`config.mk`:
```
export PLATFORM = sky130hd
export DESIGN_NAME = ir_packet_sm_flat
export DESIGN_NICKNAME = d
export VERILOG_FILES = /design/src/rtl/ir_packet_sm_if.sv /design/src/rtl/ir_packet_sm.sv /design/src/flat_wrapper.sv
export SDC_FILE = /design/constraint.sdc
export NUM_CORES = 1
export LEC_CHECK = 0
export BUFFER_PORTS_ARGS = -buffer_cell sky130_fd_sc_hd__buf_4
export CAP_MARGIN = 20
export CORE_MARGIN = 2
export CORE_UTILIZATION = 40
export CTS_CLUSTER_SIZE = 14
export DETAILED_ROUTE_END_ITERATION = 7
export SLEW_MARGIN = 0
export SYNTH_ARGS = -nofsm -noshare
export SYNTH_HDL_FRONTEND = slang
export SYNTH_SLANG_ARGS = --single-unit
```
`constraint.sdc`:
```
create_clock -name CLK -period 3.4 [get_ports CLK]
set_input_delay 0.68 -clock CLK [delete_from_list [all_inputs] [get_ports CLK]]
set_output_delay 0.68 -clock CLK [all_outputs]
set_load 0.02 [all_outputs]
```
`src/rtl/ir_packet_sm_if.sv`:
```
// Request/status bundle between the packet-rate logic and the IR packet framer.
interface ir_packet_sm_if;
    logic       SEND_PACKET;
    logic [3:0] COMMAND;
    logic       IR_LED;
    logic       BUSY;
    logic       DONE;

    modport master (output SEND_PACKET, output COMMAND, input IR_LED, input BUSY, input DONE);
    modport slave  (input SEND_PACKET, input COMMAND, output IR_LED, output BUSY, output DONE);
endinterface

```
`src/rtl/ir_packet_sm.sv`:
```
// IR control-packet framer: start, car-select and four command bursts, each
// followed by a gap, with bursts gated by an internally generated carrier.
module ir_packet_sm #(
    parameter int CARRIER_HALF    = 1389,
    parameter int CARRIER_W       = 12,
    parameter int START_PULSES    = 191,
    parameter int GAP_PULSES      = 25,
    parameter int SELECT_PULSES   = 47,
    parameter int ASSERT_PULSES   = 47,
    parameter int DEASSERT_PULSES = 22,
    parameter int PULSE_W         = 8
) (
    input  logic           CLK,
    input  logic           RESET,
    ir_packet_sm_if.slave  pkt
);

    typedef enum logic [2:0] {
        ST_IDLE   = 3'd0,
        ST_START  = 3'd1,
        ST_GAP    = 3'd2,
        ST_SELECT = 3'd3,
        ST_CMD    = 3'd4
    } state_t;

    typedef enum logic [1:0] {
        SRC_START  = 2'd0,
        SRC_SELECT = 2'd1,
        SRC_CMD    = 2'd2
    } gap_src_t;

    localparam logic [CARRIER_W-1:0] CARRIER_MAX   = CARRIER_W'(2 * CARRIER_HALF - 1);
    localparam logic [CARRIER_W-1:0] CARRIER_HALFC = CARRIER_W'(CARRIER_HALF);
    localparam logic [PULSE_W-1:0]   START_LAST    = PULSE_W'(START_PULSES - 1);
    localparam logic [PULSE_W-1:0]   GAP_LAST      = PULSE_W'(GAP_PULSES - 1);
    localparam logic [PULSE_W-1:0]   SELECT_LAST   = PULSE_W'(SELECT_PULSES - 1);
    localparam logic [PULSE_W-1:0]   ASSERT_LAST   = PULSE_W'(ASSERT_PULSES - 1);
    localparam logic [PULSE_W-1:0]   DEASSERT_LAST = PULSE_W'(DEASSERT_PULSES - 1);

    state_t                 state_r, state_nxt_s;
    gap_src_t               gap_src_r, gap_src_nxt_s;
    logic [1:0]             idx_r, idx_nxt_s;
    logic [3:0]             cmd_r, cmd_nxt_s;
    logic [CARRIER_W-1:0]   carrier_r, carrier_nxt_s;
    logic [PULSE_W-1:0]     pulse_r, pulse_nxt_s;
    logic                   ir_led_r, ir_led_nxt_s;
    logic                   busy_r, busy_nxt_s;
    logic                   done_r, done_nxt_s;
    logic                   wrap_s, last_s, cmd_bit_s;
    logic [PULSE_W-1:0]     target_last_s;

    // CMD[i] carries COMMAND bit 3-i so the order on air is RIGHT, LEFT, BACKWARD, FORWARD
    assign cmd_bit_s = cmd_r[2'd3 - idx_r];
    assign wrap_s    = (carrier_r == CARRIER_MAX);
    assign last_s    = wrap_s && (pulse_r == target_last_s);

    // Period count at which the current state ends
    always_comb begin
        target_last_s = START_LAST;
        case (state_r)
            ST_START:  target_last_s = START_LAST;
            ST_GAP:    target_last_s = GAP_LAST;
            ST_SELECT: target_last_s = SELECT_LAST;
            ST_CMD:    target_last_s = cmd_bit_s ? ASSERT_LAST : DEASSERT_LAST;
            default:   target_last_s = START_LAST;
        endcase
    end

    // State and output registers
    always_ff @(posedge CLK) begin
        if (RESET) begin
            state_r   <= ST_IDLE;
            gap_src_r <= SRC_START;
            idx_r     <= 2'd0;
            cmd_r     <= 4'd0;
            carrier_r <= '0;
            pulse_r   <= '0;
            ir_led_r  <= 1'b0;
            busy_r    <= 1'b0;
            done_r    <= 1'b0;
        end else begin
            state_r   <= state_nxt_s;
            gap_src_r <= gap_src_nxt_s;
            idx_r     <= idx_nxt_s;
            cmd_r     <= cmd_nxt_s;
            carrier_r <= carrier_nxt_s;
            pulse_r   <= pulse_nxt_s;
            ir_led_r  <= ir_led_nxt_s;
            busy_r    <= busy_nxt_s;
            done_r    <= done_nxt_s;
        end
    end

    // Next-state, counter and sequencing logic
    always_comb begin
        state_nxt_s   = state_r;
        gap_src_nxt_s = gap_src_r;
        idx_nxt_s     = idx_r;
        cmd_nxt_s     = cmd_r;
        carrier_nxt_s = carrier_r;
        pulse_nxt_s   = pulse_r;
        if (state_r == ST_IDLE) begin
            carrier_nxt_s = '0;
            pulse_nxt_s   = '0;
            if (pkt.SEND_PACKET) begin
                state_nxt_s = ST_START;
                cmd_nxt_s   = pkt.COMMAND;
            end else begin
                state_nxt_s = ST_IDLE;
            end
        end else begin
            carrier_nxt_s = wrap_s ? '0 : carrier_r + CARRIER_W'(1);
            if (last_s) begin
                pulse_nxt_s = '0;
                case (state_r)
                    ST_START: begin
                        state_nxt_s   = ST_GAP;
                        gap_src_nxt_s = SRC_START;
                    end
                    ST_SELECT: begin
                        state_nxt_s   = ST_GAP;
                        gap_src_nxt_s = SRC_SELECT;
                    end
                    ST_CMD: begin
                        state_nxt_s   = ST_GAP;
                        gap_src_nxt_s = SRC_CMD;
                    end
                    ST_GAP: begin
                        case (gap_src_r)
                            SRC_START:  state_nxt_s = ST_SELECT;
                            SRC_SELECT: begin
                                state_nxt_s = ST_CMD;
                                idx_nxt_s   = 2'd0;
                            end
                            SRC_CMD: begin
                                if (idx_r == 2'd3) begin
                                    state_nxt_s = ST_IDLE;
                                    idx_nxt_s   = 2'd0;
                                end else begin
                                    state_nxt_s = ST_CMD;
                                    idx_nxt_s   = idx_r + 2'd1;
                                end
                            end
                            default:    state_nxt_s = ST_IDLE;
                        endcase
                    end
                    default: state_nxt_s = ST_IDLE;
                endcase
            end else if (wrap_s) begin
                pulse_nxt_s = pulse_r + PULSE_W'(1);
            end else begin
                pulse_nxt_s = pulse_r;
            end
        end
    end

    // Outputs are precomputed from next-state values so they register with no added latency
    always_comb begin
        busy_nxt_s   = (state_nxt_s != ST_IDLE);
        ir_led_nxt_s = ((state_nxt_s == ST_START) || (state_nxt_s == ST_SELECT) ||
                        (state_nxt_s == ST_CMD)) && (carrier_nxt_s < CARRIER_HALFC);
        done_nxt_s   = (state_r == ST_GAP) && (gap_src_r == SRC_CMD) &&
                       (idx_r == 2'd3) && last_s;
    end

    assign pkt.IR_LED = ir_led_r;
    assign pkt.BUSY   = busy_r;
    assign pkt.DONE   = done_r;

endmodule

```
`src/flat_wrapper.sv`:
```
// flat-port wrapper written by rule: the top's interface ports become plain ports
module ir_packet_sm_flat 
#(
    parameter int CARRIER_HALF    = 1389,
    parameter int CARRIER_W       = 12,
    parameter int START_PULSES    = 191,
    parameter int GAP_PULSES      = 25,
    parameter int SELECT_PULSES   = 47,
    parameter int ASSERT_PULSES   = 47,
    parameter int DEASSERT_PULSES = 22,
    parameter int PULSE_W         = 8
)
  (CLK, RESET, pkt_SEND_PACKET, pkt_COMMAND, pkt_IR_LED, pkt_BUSY, pkt_DONE);
  ir_packet_sm_if pkt_i ();
  input  logic CLK;
  input  logic RESET;
  input wire logic [$bits(pkt_i.SEND_PACKET)-1:0] pkt_SEND_PACKET;
  input wire logic [$bits(pkt_i.COMMAND)-1:0] pkt_COMMAND;
  output wire logic [$bits(pkt_i.IR_LED)-1:0] pkt_IR_LED;
  output wire logic [$bits(pkt_i.BUSY)-1:0] pkt_BUSY;
  output wire logic [$bits(pkt_i.DONE)-1:0] pkt_DONE;
  assign pkt_i.SEND_PACKET = pkt_SEND_PACKET;
  assign pkt_i.COMMAND = pkt_COMMAND;
  assign pkt_IR_LED = pkt_i.IR_LED;
  assign pkt_BUSY = pkt_i.BUSY;
  assign pkt_DONE = pkt_i.DONE;
  ir_packet_sm #(.CARRIER_HALF(CARRIER_HALF), .CARRIER_W(CARRIER_W), .START_PULSES(START_PULSES), .GAP_PULSES(GAP_PULSES), .SELECT_PULSES(SELECT_PULSES), .ASSERT_PULSES(ASSERT_PULSES), .DEASSERT_PULSES(DEASSERT_PULSES), .PULSE_W(PULSE_W)) u_core (.CLK(CLK), .RESET(RESET), .pkt(pkt_i));
endmodule
```
==> run_results.csv <==
group,metric,value,unit
setup_path,worst-path-max-fanout,14,
floorplanning,io_pins,10,
synthesis,synth_cell_type_count,57,
clock_tree,cts_buffer_depth,2,
cells_and_area,syn_to_final_growth,9.975,%
status,outcome,"completed",
power_and_ir_drop,p_comb_frac,0.059,
synthesis,synth-main-ff-cell,"dfxtp_1",
place,portBuffers,9,
synthesis,avgSynthCellArea,8.416,um^2
place,gp_congestion,0.8281,
routing,drtAntennaViolNets,0,
synthesis,synth_top_area_share,0.3456,
sta,fin_crit_sh,0.8492,
power_and_ir_drop,total_power,0.0007539,W
setup_path,crit_required,3620,ps
synthesis,ys_seq_area_frac,0.3456,
routing,drtPass1Iterations,4,
power_and_ir_drop,switching_share,0.2309,
clock_tree,cts-buffers-inserted,5,
setup_path,cp_data_arrival_time,3110,ps
synthesis,syn_area,0.001969,mm^2
routing,vias,1553,
power_and_ir_drop,power.leakage,0.7457,nW
synthesis,synth-edff-count,0,
synthesis,synth_most_common_cell,"dfxtp_1",
synthesis,yosysTopAreaCell,"dfxtp_1",
floorplanning,die_height,74.17,um
routing,wl_per_cell,12.34,um
power_and_ir_drop,p_seq_frac,0.547,
setup_path,path_class,"reg -> reg",
setup_path,crit_start,"u_core.state_r[2]$_SDFF_PP0_",
setup_path,r2r-end,"u_core.idx_r[0]$_SDFFE_PP0P_",
setup_path,r2r.worst_path.cells,8,
floorplanning,core,0.004723,mm^2
clock_tree,worstSkewPairLatency,280,ps
synthesis,async_flop_share,0,
sta,fin_crit,2887,ps
floorplanning,die_area,0.005500,mm^2
cells_and_area,nets,252,
sta,final.setup.tns,0,ps
place,place_ws,537.3,ps
grt,grt_max_degree,18,
floorplanning,initial_core_util,0.4170,
power_and_ir_drop,clkPwrFrac,0.394,
sta,setup_viol_count_final,0,
sta,fin_ws,512.7,ps
run,drv_cap,0,
routing,vias_per_cell,5.092,
cells_and_area,final_util,0.4585,
clock_tree,clock_sinks,34,
floorplanning,die_w,74.17,um
clock_tree,cts_setup_buffers,0,
sta,worst_pin_slew,648.5,ps
setup_path,cp-start-kind,"flip-flop",
routing,drc_errors,0,
setup_path,timing.rr.start,"u_core.state_r[2]$_SDFF_PP0_",
synthesis,syn_inst,234,
cells_and_area,diodes,0,
grt,grt_pass1_wl,6513,um
power_and_ir_drop,intPower,0.0005798,W
sta,timing.slew.headroom,0.5643,
place,dpl_cell_area,0.002083,mm^2
clock_tree,post_cts_resized,0,
routing,drt_iter0_drc,57,
synthesis,ys_ff_latch,34,
synthesis,syn-num-nets,247,
worst_hold_path,hp-class,"reg -> reg",
sta,finalMaxSlewViolations,0,
clock_tree,clkTransAtPathRegs,70,ps
power_and_ir_drop,powerDensity,348.1,mW/mm^2
sta,fmax,346.3,MHz
power_and_ir_drop,p_sw,0.0001741,W
grt,grt_overflow_total,0,
power_and_ir_drop,peakVddDrop,0.1981,mV
synthesis,yosys-top-cells-count,"dfxtp_1, nor2_1, nand2_1",
synthesis,synth.area.top_cells,"dfxtp_1, nor2_1, xor2_1",
sta,finClkSkew,9.807,ps
clock_tree,root_buffer,"clkbuf_8",
grt,grt_pass1_vias,1412,
routing,totalWireLength,3764,um
grt,track_usage,0.1512,
place,post-dp-hpwl,2735,um
clock_tree,htree_levels,2,
sta,finalHoldViolations,0,
grt,antenna_found_initial,0,
floorplanning,std_cell_rows,25,
clock_tree,cts_tree,"yes",
cells_and_area,drive_gt1_frac,0.1513,
sta,rsz0062_at_grt,"no",
synthesis,yosysWarnings,0,
cells_and_area,stdcell_area,0.002166,mm^2
clock_tree,hold_buffers,0,
setup_path,crit_end,"u_core.idx_r[0]$_SDFFE_PP0P_",
setup_path,critical_path.endpoint_type,"flip-flop",
setup_path,r2r_slack,510,ps
## power by group through the flow
stage	combinational, W	sequential [W]	clock [W]
final	0.0000445	0.000412	0.000297
after global routing	0.0000502	0.000414	0.000324
after floorplan	0.0000297	0.000420	0
after detailed placement	0.0000450	0.000421	0
after global placement	0.0000450	0.000422	0
after CTS	0.0000452	0.000412	0.000309
## flip-flops by register name, indices dropped and copies added, names as in the netlist
signal,count
u_core.carrier_r,12
u_core.state_r,3
u_core.pkt.DONE,1
u_core.gap_src_r,2
u_core.pkt.IR_LED,1
u_core.pkt.BUSY,1
u_core.cmd_r,4
u_core.pulse_r,8
u_core.idx_r,2
## worst max-delay path, cell delays in order, from the launching register on
cell and delay [ps]:
dfxtp_1 600, or3b_2 550, or4b_1 480, nand3_1 110, nor4b_2 210, buf_4 240
nand3_2 120, or3_1 360, a21oi_1 140
## cell families after synthesis
logic type | share of synthesized area
compound gates | 0.1525
xor+xnor | 0.08450
fa+ha+maj | 0.03812
buf+inv | 0.04193
flops | 0.3456
mux | 0.04892
simple gates | 0.2884
## layout by cell type (no fill, tap or decap), types with 2 or more instances in the layout
cell type	Yosys	routed
dfxtp_1	34	34
a21oi_1	15	15
nor2_1	30	30
a221oi_1	2	2
o22ai_1	2	2
nand2_1	27	27
xor2_1	12	12
or3_2	2	2
inv_1	8	8
nor3_1	3	3
mux2i_1	6	6
clkbuf_8	0	6
or2_2	2	2
o21ai_0	5	5
o211ai_1	2	2
and3_1	3	3
o31ai_1	3	3
nor3b_1	2	2
buf_4	1	11
nand2b_1	3	3
nand3_1	7	7
nand4_1	3	3
ha_1	6	6
xnor2_1	7	7
a211oi_1	3	3
and2_1	4	4
## worst min path at each step
stage                            startpoint                           end  slack (ps)  cells past startpoint
3_3_place_gp   u_core.cmd_r[0]$_SDFFE_PP0P_  u_core.cmd_r[0]$_SDFFE_PP0P_         450                      2
2_1_floorplan  u_core.cmd_r[2]$_SDFFE_PP0P_  u_core.cmd_r[2]$_SDFFE_PP0P_         430                      2
4_1_cts        u_core.cmd_r[1]$_SDFFE_PP0P_  u_core.cmd_r[1]$_SDFFE_PP0P_         460                      2
6_report       u_core.cmd_r[0]$_SDFFE_PP0P_  u_core.cmd_r[0]$_SDFFE_PP0P_         460                      2
5_1_grt        u_core.cmd_r[1]$_SDFFE_PP0P_  u_core.cmd_r[1]$_SDFFE_PP0P_         490                      2
3_5_place_dp   u_core.cmd_r[1]$_SDFFE_PP0P_  u_core.cmd_r[1]$_SDFFE_PP0P_         450                      2
## per-stage QoR
step	hold WS [ps]	instances
finish	461.6	305
CTS	464.2	305
global placement	445.3	299
global route	487.6	305
floorplan	433.1	234
detailed placement	453.9	299
## metal layers
| metal | track usage | vias to the layer above | routed length (um) |
|---|---|---|---|
| li1 | - | 830 | - |
| met1 | 0.2126 | 702 | 1924 |
| met2 | 0.2252 | 17 | 1691 |
| met3 | 0.04065 | 4 | 111 |
| met4 | 0.04848 | 0 | 36 |
| met5 | 0 | - | 0 |
## area by class of cell
cell class	count	area, um^2
Inverter	8	30.03
Tap cell	67	83.83
Clock buffer	6	82.58
Fill cell	464	2557
Timing Repair Buffer	11	82.58
Multi-Input combinational cell	179	1206
Sequential cell	34	680.7
Note: power is estimated with default switching activity, not from simulation.
